==> src/rtl/adder_bist_4bit.sv <==
// rtl/adder_bist_4bit.sv - exhaustive BIST sequencer/checker for a 4-bit ripple adder
// Optional first-failure capture is built when ADDER_BIST_FIRSTFAIL_EN is defined.
module adder_bist_4bit #(
  parameter int SETTLE = 1
) (
  input  logic       clk,
  input  logic       rst,
  input  logic       start,
  input  logic       abort,
  output logic [3:0] a_o,
  output logic [3:0] b_o,
  output logic       cin_o,
  input  logic [3:0] s_i,
  input  logic       cout_i,
  output logic       busy,
  output logic       done,
  output logic       pass,
  output logic [9:0] err_cnt,
  output logic       ff_valid,
  output logic [8:0] ff_vec,
  output logic [4:0] ff_obs
);

  typedef enum logic [1:0] {IDLE, APPLY, CHECK, DONE} state_t;

  localparam logic [3:0] HOLD_LAST = 4'(SETTLE - 1);
  localparam logic [8:0] VEC_LAST  = 9'h1FF;
  localparam logic [9:0] ERR_MAX   = 10'd512;

  state_t     state, state_n;
  logic [8:0] vec, vec_n;
  logic [3:0] hold, hold_n;
  logic       busy_n, done_n, pass_n, clr_ff;
  logic [9:0] err_n;
  logic [4:0] expect_sum;
  logic       mismatch;

  // vec is {cin, A, B}, so a plain increment walks cin outer, A middle, B inner
  assign a_o   = vec[7:4];
  assign b_o   = vec[3:0];
  assign cin_o = vec[8];

  assign expect_sum = {1'b0, vec[7:4]} + {1'b0, vec[3:0]} + {4'b0000, vec[8]};
  assign mismatch   = (state == CHECK) && ({cout_i, s_i} != expect_sum);

  always_ff @(posedge clk or posedge rst) begin
    if (rst) begin
      state   <= IDLE;
      vec     <= '0;
      hold    <= '0;
      busy    <= 1'b0;
      done    <= 1'b0;
      pass    <= 1'b0;
      err_cnt <= '0;
    end else begin
      state   <= state_n;
      vec     <= vec_n;
      hold    <= hold_n;
      busy    <= busy_n;
      done    <= done_n;
      pass    <= pass_n;
      err_cnt <= err_n;
    end
  end

  always_comb begin
    state_n = state;
    vec_n   = vec;
    hold_n  = hold;
    busy_n  = busy;
    done_n  = done;
    pass_n  = pass;
    err_n   = err_cnt;
    clr_ff  = 1'b0;
    case (state)
      IDLE, DONE: begin
        if (start) begin
          state_n = APPLY;
          vec_n   = '0;
          hold_n  = '0;
          busy_n  = 1'b1;
          done_n  = 1'b0;
          pass_n  = 1'b0;
          err_n   = '0;
          clr_ff  = 1'b1;
        end
      end
      APPLY: begin
        if (abort) begin
          state_n = IDLE;
          busy_n  = 1'b0;
          done_n  = 1'b0;
          pass_n  = 1'b0;
        end else if (hold == HOLD_LAST) begin
          hold_n  = '0;
          state_n = CHECK;
        end else begin
          hold_n = hold + 4'd1;
        end
      end
      CHECK: begin
        if (abort) begin
          state_n = IDLE;
          busy_n  = 1'b0;
          done_n  = 1'b0;
          pass_n  = 1'b0;
        end else begin
          if (mismatch && (err_cnt != ERR_MAX)) err_n = err_cnt + 10'd1;
          if (vec == VEC_LAST) begin
            state_n = DONE;
            busy_n  = 1'b0;
            done_n  = 1'b1;
            pass_n  = (err_n == '0);
          end else begin
            vec_n   = vec + 9'd1;
            state_n = APPLY;
          end
        end
      end
      default: state_n = IDLE;
    endcase
  end

`ifdef ADDER_BIST_FIRSTFAIL_EN
  always_ff @(posedge clk or posedge rst) begin
    if (rst) begin
      ff_valid <= 1'b0;
      ff_vec   <= '0;
      ff_obs   <= '0;
    end else if (clr_ff) begin
      ff_valid <= 1'b0;
      ff_vec   <= '0;
      ff_obs   <= '0;
    end else if (mismatch && !abort && !ff_valid) begin
      ff_valid <= 1'b1;
      ff_vec   <= vec;
      ff_obs   <= {cout_i, s_i};
    end
  end
`else
  logic unused_clr;
  assign unused_clr = clr_ff;
  assign ff_valid   = 1'b0;
  assign ff_vec     = '0;
  assign ff_obs     = '0;
`endif

endmodule

==> config.mk <==
export PLATFORM = sky130hd
export DESIGN_NAME = adder_bist_4bit
export DESIGN_NICKNAME = d
export VERILOG_FILES = /design/src/rtl/adder_bist_4bit.sv
export SDC_FILE = /design/constraint.sdc
export NUM_CORES = 1
export LEC_CHECK = 0
export BUFFER_PORTS_ARGS = -buffer_cell sky130_fd_sc_hd__buf_2
export CAP_MARGIN = 20
export CORE_MARGIN = 2
export CORE_UTILIZATION = 29
export CTS_CLUSTER_DIAMETER = 100
export DETAILED_ROUTE_END_ITERATION = 7
export PLACE_DENSITY = 0.53
export REMOVE_ABC_BUFFERS = 1
export SLEW_MARGIN = 10
export SYNTH_ARGS = -nofsm -noshare
export SYNTH_HDL_FRONTEND = slang
export SYNTH_SLANG_ARGS = --single-unit
export TNS_END_PERCENT = 5
==> constraint.sdc <==
create_clock -name clk -period 3.3 [get_ports clk]
set_input_delay 0.66 -clock clk [delete_from_list [all_inputs] [get_ports clk]]
set_output_delay 0.66 -clock clk [all_outputs]
set_load 0.02 [all_outputs]
==> results.sh, run 1 <==
export IMPL_outcome="complete, no violations"
export IMPL_maxSlewViolCount=0
export IMPL_drc=0
export IMPL_clkTransAtPathRegs_ps=120
export IMPL_row_count=30
export IMPL_cts_buffer_depth=2
export IMPL_worstPathMaxFanout=10
export IMPL_cts_hold_buf=0
export IMPL_ys_types=50
export IMPL_syn_inst=232
export IMPL_die_w_um=87.4
export IMPL_post_place_ws_ps=356
export IMPL_drt_iter0_drc=131
export IMPL_cts_resized=0
export IMPL_crit_type="flip-flop to flip-flop"
export IMPL_n_antenna_cell=0
export IMPL_startpoint_type="flip-flop"
export IMPL_syn_to_final_growth_pct=12.7
export IMPL_grt_max_degree=29
export IMPL_synth_edf_count=0
export IMPL_pwr_density_cell_nw_per_um2=511
export IMPL_cts_tree="done"
export IMPL_start_util_pct=29.9
export IMPL_max_vdd_ir_drop_v=0.000229
export IMPL_design_area_um2=2270
export IMPL_synth_ff_type="dfrtp_1"
export IMPL_htreeDepth=1
export IMPL_ys_top_cells_by_count="28 x dfrtp_1, 20 x nand2_1, 19 x o21ai_0"
export IMPL_worstMarginPinSlew_ps=677
export IMPL_dp_hpwl_um=3420
export IMPL_fillers=734
export IMPL_grt_pass1_vias=1606
export IMPL_dpl_cell_area_um2=2200
export IMPL_gp_congestion=0.811
export IMPL_clock_sinks=28
export IMPL_clockRootBuffer="clkbuf_8"
export IMPL_cp_data_arrival_time_ps=3220
export IMPL_synth_seq_area_share_pct=34.7
export IMPL_cp_end_kind="flip-flop"
export IMPL_period_share_pct=90.6
export IMPL_nets=285
export IMPL_vias_per_cell=5.03
export IMPL_synth_top_area_share_pct=34.7
export IMPL_regArea_um2=701
export IMPL_yosysTopAreaCell="dfrtp_1"
export IMPL_core_um2=6760
export IMPL_ys_warnings_count=0
export IMPL_dr_total_vias=1721
export IMPL_syn_area_um2=2020
export IMPL_setup_viol=0
export IMPL_fin_crit_ps=2990
export IMPL_critPathRequiredTime_ps=3530
export IMPL_hold_viol=0
export IMPL_worst_slack_ps=309
export IMPL_grt_use_total_pct=12.9
export IMPL_drtPass1Iterations=4
export IMPL_netlist_top_cells_area="dfrtp_1 35%, ha_1 6.8%, buf_4 5.6%, o21ai_0 4.7%, nand2_1 3.7%"
export IMPL_multi_input_area_um2=1170
export IMPL_grt_pass1_wl_um=7890
export IMPL_post_cts_setup_buffer_count=0
export IMPL_overflow=0
export IMPL_maxSlewHeadroom_pct=54.7
export IMPL_die_y_um=87.4
export IMPL_dieArea_um2=7640
export IMPL_rsz0062_at_grt="no"
export IMPL_wl_um=4720
export IMPL_yosysMostFrequentCell="dfrtp_1"
export IMPL_fin_skew_ps=14.3
export IMPL_async_flop_share_pct=100
export IMPL_insertion_delay_ps=300
export IMPL_synth_avg_cell_area_um2=8.70
export IMPL_layout_drive_gt1_share_pct=17.6
export IMPL_p_leak_nw=1.09
export IMPL_ys_seq_elements=28
export IMPL_portBuffers=30
export IMPL_io_pins=46
export IMPL_fin_setup_tns_ps=0
export IMPL_fmax_ghz=0.334
export IMPL_wire_per_inst_um=13.8
export IMPL_antenna_found_initial=0
export IMPL_cap_violations=0
export IMPL_hold_class="input port to async pin"
export IMPL_cts_buffers=3
export IMPL_antenna_left=0
[critical path, stage by stage, from the launching register on]
cell,delay (ps)
dfrtp_1,450
inv_1,80
fa_1,410
inv_1,80
fa_1,420
xor2_1,190
nor3_2,90
a21boi_2,420
nand3_2,190
or4_1,500
nand3_1,100
[sequential cells by signal (all words and copies together), names as in the netlist]
register and flops:
pass 1, vec 9, err_cnt 10, done 1
hold 4, busy 1, state 2
[kinds of logic (layout without fill, tap and decap cells)]
logic type | count (synthesis) | count (layout) | share of synthesized area [%]
buffers and inverters | 38 | 54 | 9.92
other | 1 | 15 | 0.186
flip-flops | 28 | 28 | 34.7
AND/OR/NAND/NOR | 80 | 80 | 20.9
adder cells (fa/ha/maj) | 13 | 13 | 8.80
AO/OA/AOI/OAI | 58 | 58 | 19.2
XOR/XNOR | 11 | 11 | 4.77
multiplexers | 3 | 3 | 1.55
[worst paths after layout]
check                                   start                      to  slack (ps)  cells after the start
max in group asynchronous                 rst  err_cnt[5]$_DFFE_PP0P_        2600                      3
min                                       rst      vec[1]$_DFFE_PP0P_         400                      3
max                        vec[0]$_DFFE_PP0P_  err_cnt[8]$_DFFE_PP0P_         310                     10
min in group clk             done$_DFFE_PP0P_        done$_DFFE_PP0P_         500                      1
min reg2reg                  done$_DFFE_PP0P_        done$_DFFE_PP0P_         500                      1
max reg2reg                vec[0]$_DFFE_PP0P_  err_cnt[8]$_DFFE_PP0P_         310                     10
[routing by layer]
metal	share of wire [%]	GRT usage (%)	up-vias
met4	0.93	3.92	0
met1	51	19.0	814
met2	44	19.4	48
met3	4.2	2.09	4
li1	-	-	855
met5	0	0	-
[layout by cell type, fill, tap and decap left out, types with 3 or more instances in the layout]
master    netlist  layout
nor2_1         13      13
or3_1           4       4
xor2_1          6       6
nor3_1          5       5
conb_1          1      15
dfrtp_1        28      28
nand2_1        20      20
clkbuf_8        0       3
and3_1          6       6
nor2b_1         3       3
o21ai_1         3       3
o21ai_0        19      19
xnor2_1         5       5
inv_1          18      18
nand4_1         9       9
a21oi_1        12      12
nand3_1         8       8
ha_1           11      11
buf_2           1      30
[area by class of cell]
cell class / instances / area share [%]
multi-input combinational: 180 / 51.4
sequential: 28 / 30.8
timing repair buffer: 32 / 7.26
tap: 80 / 4.40
inverter: 18 / 2.97
clock buffer: 3 / 1.82
clock inverter: 1 / 1.32
[stage by stage]
stage	util (%)	hold slack, ps	power (W)	cells
floorplan	-	474	0.000748	226
global placement	32.6	474	0.000878	338
detailed placement	32.6	474	0.000877	338
CTS	33.7	428	0.00117	342
global route	33.7	472	0.00124	342
finish	33.7	400	0.00116	342
[report_power, final]
group / switching, W / internal, W
combinational: 0.000306 / 0.000159
sequential: 0.0000295 / 0.000374
clock: 0.000132 / 0.000163
Power figures use the tool's default switching activity.
==> inputs of run 2 (changes only) <==
- RECOVER_POWER: not set -> 50
==> run 2 against run 1 <==
Effect of this change:
- the run now ends with max-capacitance violations, max-slew violations left
- largest power group unchanged
- register-to-register slack barely moved
- final cell count is the same
- power decreased by 1.1%
- count of clock-buffer cells in the layout did not move
- sequential share of layout area up 0.24 points
- critical path type unchanged
- design area decreased by 0.77%
- worst setup slack better by 9.6 ps
==> results.sh, run 2 (synthesis gave the netlist of run 1 again) <==
export IMPL_row_count=30
export IMPL_cp_end_kind="flip-flop"
export IMPL_grt_pass1_wl_um=7890
export IMPL_clkTransAtPathRegs_ps=110
export IMPL_largest_reg_flops=10
export IMPL_drt_iter0_drc=130
export IMPL_grt_use_total_pct=12.9
export IMPL_drc=0
export IMPL_cts_buffers=3
export IMPL_p_leak_nw=1.04
export IMPL_fin_crit_ps=2980
export IMPL_die_y_um=87.4
export IMPL_clockRootBuffer="clkbuf_8"
export IMPL_regArea_um2=701
export IMPL_violations="max-capacitance violations, max-slew violations"
export IMPL_gp_congestion=0.811
export IMPL_syn_to_final_growth_pct=11.8
export IMPL_nets=285
export IMPL_layout_commonest_cell="dfrtp_1"
export IMPL_fmax_ghz=0.335
export IMPL_fin_setup_tns_ps=0
export IMPL_drtPass1Iterations=4
export IMPL_cts_tree="done"
export IMPL_hold_class="flip-flop to flip-flop"
export IMPL_antenna_found_initial=0
export IMPL_critical_path_startpoint="vec[4]$_DFFE_PP0P_"
export IMPL_max_vdd_ir_drop_v=0.000226
export IMPL_r2r_end="pass$_DFFE_PP0P_"
export IMPL_die_w_um=87.4
export IMPL_dieArea_um2=7640
export IMPL_cts_buffer_depth=2
export IMPL_setup_viol=0
export IMPL_grt_max_degree=29
export IMPL_worstMarginPinSlew_ps=1570
export IMPL_r2r_slack_ps=320
export IMPL_period_share_pct=90.3
export IMPL_post_cts_setup_buffer_count=0
export IMPL_grt_pass1_vias=1606
export IMPL_io_pins=46
export IMPL_cts_hold_buf=0
export IMPL_maxSlewViolCount=29
export IMPL_r2r_cells=11
export IMPL_core_um2=6760
export IMPL_cts_resized=0
export IMPL_hold_viol=0
export IMPL_overflow=0
export IMPL_outcome="complete, but fails checks"
export IMPL_htreeDepth=1
export IMPL_crit_type="flip-flop to flip-flop"
export IMPL_vias_per_cell=5.01
export IMPL_reg2reg_from="vec[4]$_DFFE_PP0P_"
export IMPL_multi_input_area_um2=1170
export IMPL_worstHoldPathCells=1
export IMPL_fillers=738
export IMPL_finalPower_w=0.00115
export IMPL_hold_path_startpoint="done$_DFFE_PP0P_"
export IMPL_pwr_density_cell_nw_per_um2=510
export IMPL_final_cell_mix="28 x dfrtp_1, 20 x nand2_1, 19 x o21ai_0, 19 x buf_2, 18 x inv_1"
export IMPL_antenna_left=0
export IMPL_worstPathMaxFanout=7
export IMPL_rsz0062_at_grt="no"
export IMPL_cap_violations=1
export IMPL_wire_per_inst_um=13.7
export IMPL_maxSlewHeadroom_pct=-4.63
export IMPL_start_util_pct=29.9
export IMPL_wl_um=4670
export IMPL_fin_skew_ps=11.8
export IMPL_portBuffers=30
export IMPL_top_regs="err_cnt x10, vec x9, hold x4"
export IMPL_critPathRequiredTime_ps=3500
export IMPL_cp_data_arrival_time_ps=3190
export IMPL_dr_total_vias=1715
export IMPL_n_antenna_cell=0
export IMPL_layout_drive_gt1_share_pct=13.0
export IMPL_whs_endpoint="done$_DFFE_PP0P_"
export IMPL_clock_sinks=28
export IMPL_startpoint_type="flip-flop"
export IMPL_dp_hpwl_um=3420
export IMPL_insertion_delay_ps=290
export IMPL_top_register="err_cnt"
==> run 2: cell type report <==
cell class                 instances  area share [%]
clock buffer                       3            1.83
clock inverter                     1            1.33
inverter                          18            2.99
multi-input combinational        180            51.8
sequential                        28            31.0
tap                               80            4.43
timing repair buffer              32            6.54
==> run 2: through the flow <==
stage / cells / utilization, % / worst slack (ps) / hold slack [ps] / instance area, um2
detailed placement: 338 / 32.6 / 356 / 474 / 2200
global placement: 338 / 32.6 / 388 / 474 / 2200
global route: 342 / 33.4 / 136 / 525 / 2260
CTS: 342 / 33.7 / 313 / 428 / 2270
finish: 342 / 33.4 / 319 / 496 / 2260
floorplan: 226 / - / 403 / 474 / 1940
==> run 2: critical path, cell delays in order, from the launching register on <==
cell      delay (ps)
dfrtp_1          420
inv_1            120
fa_1             200
inv_1             60
fa_1             380
and3_1           210
or3_4            370
a211oi_4         300
a21oi_2          150
mux2i_1          150
a311o_1          360
o31ai_2          170
==> run 2: worst max-delay path by stage <==
stage / slack [ps] / to
2_1_floorplan: 400 / pass$_DFFE_PP0P_
6_report: 320 / pass$_DFFE_PP0P_
4_1_cts: 310 / pass$_DFFE_PP0P_
3_5_place_dp: 360 / pass$_DFFE_PP0P_
5_1_grt: 140 / pass$_DFFE_PP0P_
3_3_place_gp: 390 / pass$_DFFE_PP0P_
==> run 2: per-layer routing <==
metal  global-route usage [%]  part of all wire [%]  up-vias
li1                         -                     -      860
met1                     19.0                    51      803
met2                     19.4                    44       48
met3                     2.09                   4.3        4
met4                     3.92                  0.88        0
met5                        0                     0        -
==> run 2: report_power, final <==
| part | internal, W | leakage, nW | switching [W] |
|---|---|---|---|
| Sequential | 0.000374 | 0.386 | 0.0000298 |
| Combinational | 0.000154 | 0.616 | 0.000304 |
| Clock | 0.000163 | 0.0357 | 0.000125 |
| Total | 0.000691 | 1.04 | 0.000459 |
==> inputs of run 3 (changes only) <==
- clock period: 3.3 -> 3.8 ns (I/O delays scaled with it)
==> run 3 against run 2 <==
Effect of this change:
- the flow still finishes with violations (max-capacitance violations, max-slew violations)
- hold slack got worse by 2.9 ps
- die area is the same
- critical path type unchanged
- via count down 1.5%
- global-route usage fell by 0.73 points
- largest power group unchanged
- critical endpoint unchanged
- largest cell class unchanged
==> results.sh, run 3 (synthesis gave the netlist of run 1 again) <==
export IMPL_cp_slowest_cell="dfrtp_1"
export IMPL_final_cell_mix="28 x dfrtp_1, 23 x buf_2, 20 x nand2_1"
export IMPL_crit_chain="inv_1 > fa_1 > inv_1 > fa_1 > and3_1 > or3_4 > a211oi_4 > a21oi_2 > mux2i_1 > a311o_1 > o31ai_2"
export IMPL_p_leak_nw=1.05
export IMPL_wire_per_inst_um=13.3
export IMPL_cts_buffer_depth=2
export IMPL_die_w_um=87.4
export IMPL_cts_tree="done"
export IMPL_cts_buffers=3
export IMPL_cp_data_arrival_time_ps=3170
export IMPL_start_util_pct=29.9
export IMPL_core_um2=6760
export IMPL_hold_ws_ps=493
export IMPL_maxSlewHeadroom_pct=-5.67
export IMPL_critPathRequiredTime_ps=3990
export IMPL_n_antenna_cell=0
export IMPL_overflow=0
export IMPL_pwr_density_cell_nw_per_um2=436
export IMPL_fin_setup_tns_ps=0
export IMPL_syn_to_final_growth_pct=11.7
export IMPL_fin_skew_ps=3.51
export IMPL_reg2reg_from="vec[4]$_DFFE_PP0P_"
export IMPL_max_vdd_ir_drop_v=0.000165
export IMPL_dr_total_vias=1689
export IMPL_largest_reg_flops=10
export IMPL_r2r_end="pass$_DFFE_PP0P_"
export IMPL_fin_crit_ps=2970
export IMPL_clkTransAtPathRegs_ps=100
export IMPL_rsz0062_at_grt="no"
export IMPL_drc=0
export IMPL_cp_slowest_stage_delay_ps=410
export IMPL_wl_um=4550
export IMPL_worstHoldPathCells=1
export IMPL_outcome="complete, but fails checks"
export IMPL_violations="max-capacitance violations, max-slew violations"
export IMPL_maxSlewViolCount=29
export IMPL_post_cts_setup_buffer_count=0
export IMPL_cts_resized=0
export IMPL_htreeDepth=1
export IMPL_row_count=30
export IMPL_whs_endpoint="done$_DFFE_PP0P_"
export IMPL_hold_class="flip-flop to flip-flop"
export IMPL_grt_max_degree=29
export IMPL_worstMarginPinSlew_ps=1590
export IMPL_top_register="err_cnt"
export IMPL_layout_drive_gt1_share_pct=14.2
export IMPL_setup_viol=0
export IMPL_worstPathMaxFanout=7
export IMPL_period_share_pct=78.3
export IMPL_fmax_ghz=0.336
export IMPL_die_y_um=87.4
export IMPL_antenna_left=0
export IMPL_vias_per_cell=4.95
export IMPL_nets=284
export IMPL_drt_iter0_drc=93
export IMPL_final_core_util_pct=33.4
export IMPL_dp_hpwl_um=3410
export IMPL_crit_type="flip-flop to flip-flop"
export IMPL_grt_pass1_wl_um=7360
export IMPL_clock_sinks=28
export IMPL_startpoint_type="flip-flop"
export IMPL_critPathTopFamily="compound AO/OA/AOI/OAI gates"
export IMPL_grt_use_total_pct=12.2
export IMPL_cap_violations=1
export IMPL_gp_congestion=0.775
export IMPL_io_pins=46
export IMPL_path_buf_inv=2
export IMPL_layout_commonest_cell="dfrtp_1"
export IMPL_dieArea_um2=7640
export IMPL_hold_viol=0
export IMPL_drtPass1Iterations=4
export IMPL_insertion_delay_ps=280
export IMPL_hold_path_startpoint="done$_DFFE_PP0P_"
export IMPL_r2r_slack_ps=830
export IMPL_cp_end_kind="flip-flop"
export IMPL_top_regs="err_cnt x10, vec x9, hold x4"
export IMPL_cts_hold_buf=0
export IMPL_grt_pass1_vias=1465
export IMPL_clockRootBuffer="clkbuf_8"
export IMPL_r2r_cells=11
export IMPL_portBuffers=30
export IMPL_antenna_found_initial=0
-- run 3: worst max path at each step --
stage	start	to	slack (ps)	depth (start not counted)
floorplan	vec[4]$_DFFE_PP0P_	pass$_DFFE_PP0P_	900	11
finish	vec[4]$_DFFE_PP0P_	pass$_DFFE_PP0P_	830	11
detailed placement	vec[0]$_DFFE_PP0P_	pass$_DFFE_PP0P_	840	11
global route	vec[4]$_DFFE_PP0P_	pass$_DFFE_PP0P_	650	11
global placement	vec[0]$_DFFE_PP0P_	pass$_DFFE_PP0P_	860	11
CTS	vec[0]$_DFFE_PP0P_	pass$_DFFE_PP0P_	810	11
-- run 3: metal layers --
metal / GRT usage [%] / up-vias / part of all wire, %
li1: - / 849 / -
met3: 2.18 / 2 / 3.9
met2: 18.5 / 45 / 46
met4: 2.94 / 0 / 0.48
met5: 0 / - / 0
met1: 17.9 / 793 / 50
-- run 3: final cells by class --
| type | count | area (um2) |
|---|---|---|
| repair buffers | 31 | 145 |
| well taps | 80 | 100 |
| flip-flops and latches | 28 | 701 |
| multi-input cells | 180 | 1170 |
| fillers | 712 | 4500 |
| clock buffers | 3 | 41.3 |
| clock inverters | 1 | 30.0 |
| inverters | 18 | 67.6 |
-- run 3: report_power, final --
group	internal, W	total (W)	switching, W
Combinational	0.000132	0.000391	0.000259
Clock	0.000141	0.000241	0.000100
Sequential	0.000325	0.000351	0.0000255
Total	0.000598	0.000983	0.000385
-- run 3: metrics by stage --
stage               power [W]  cells  setup slack, ps  area (um2)
floorplan            0.000649    226              903        1940
finish               0.000983    341              826        2250
global route          0.00106    341              645        2250
detailed placement   0.000752    337              840        2200
global placement     0.000756    337              859        2200
CTS                  0.000998    341              806        2270
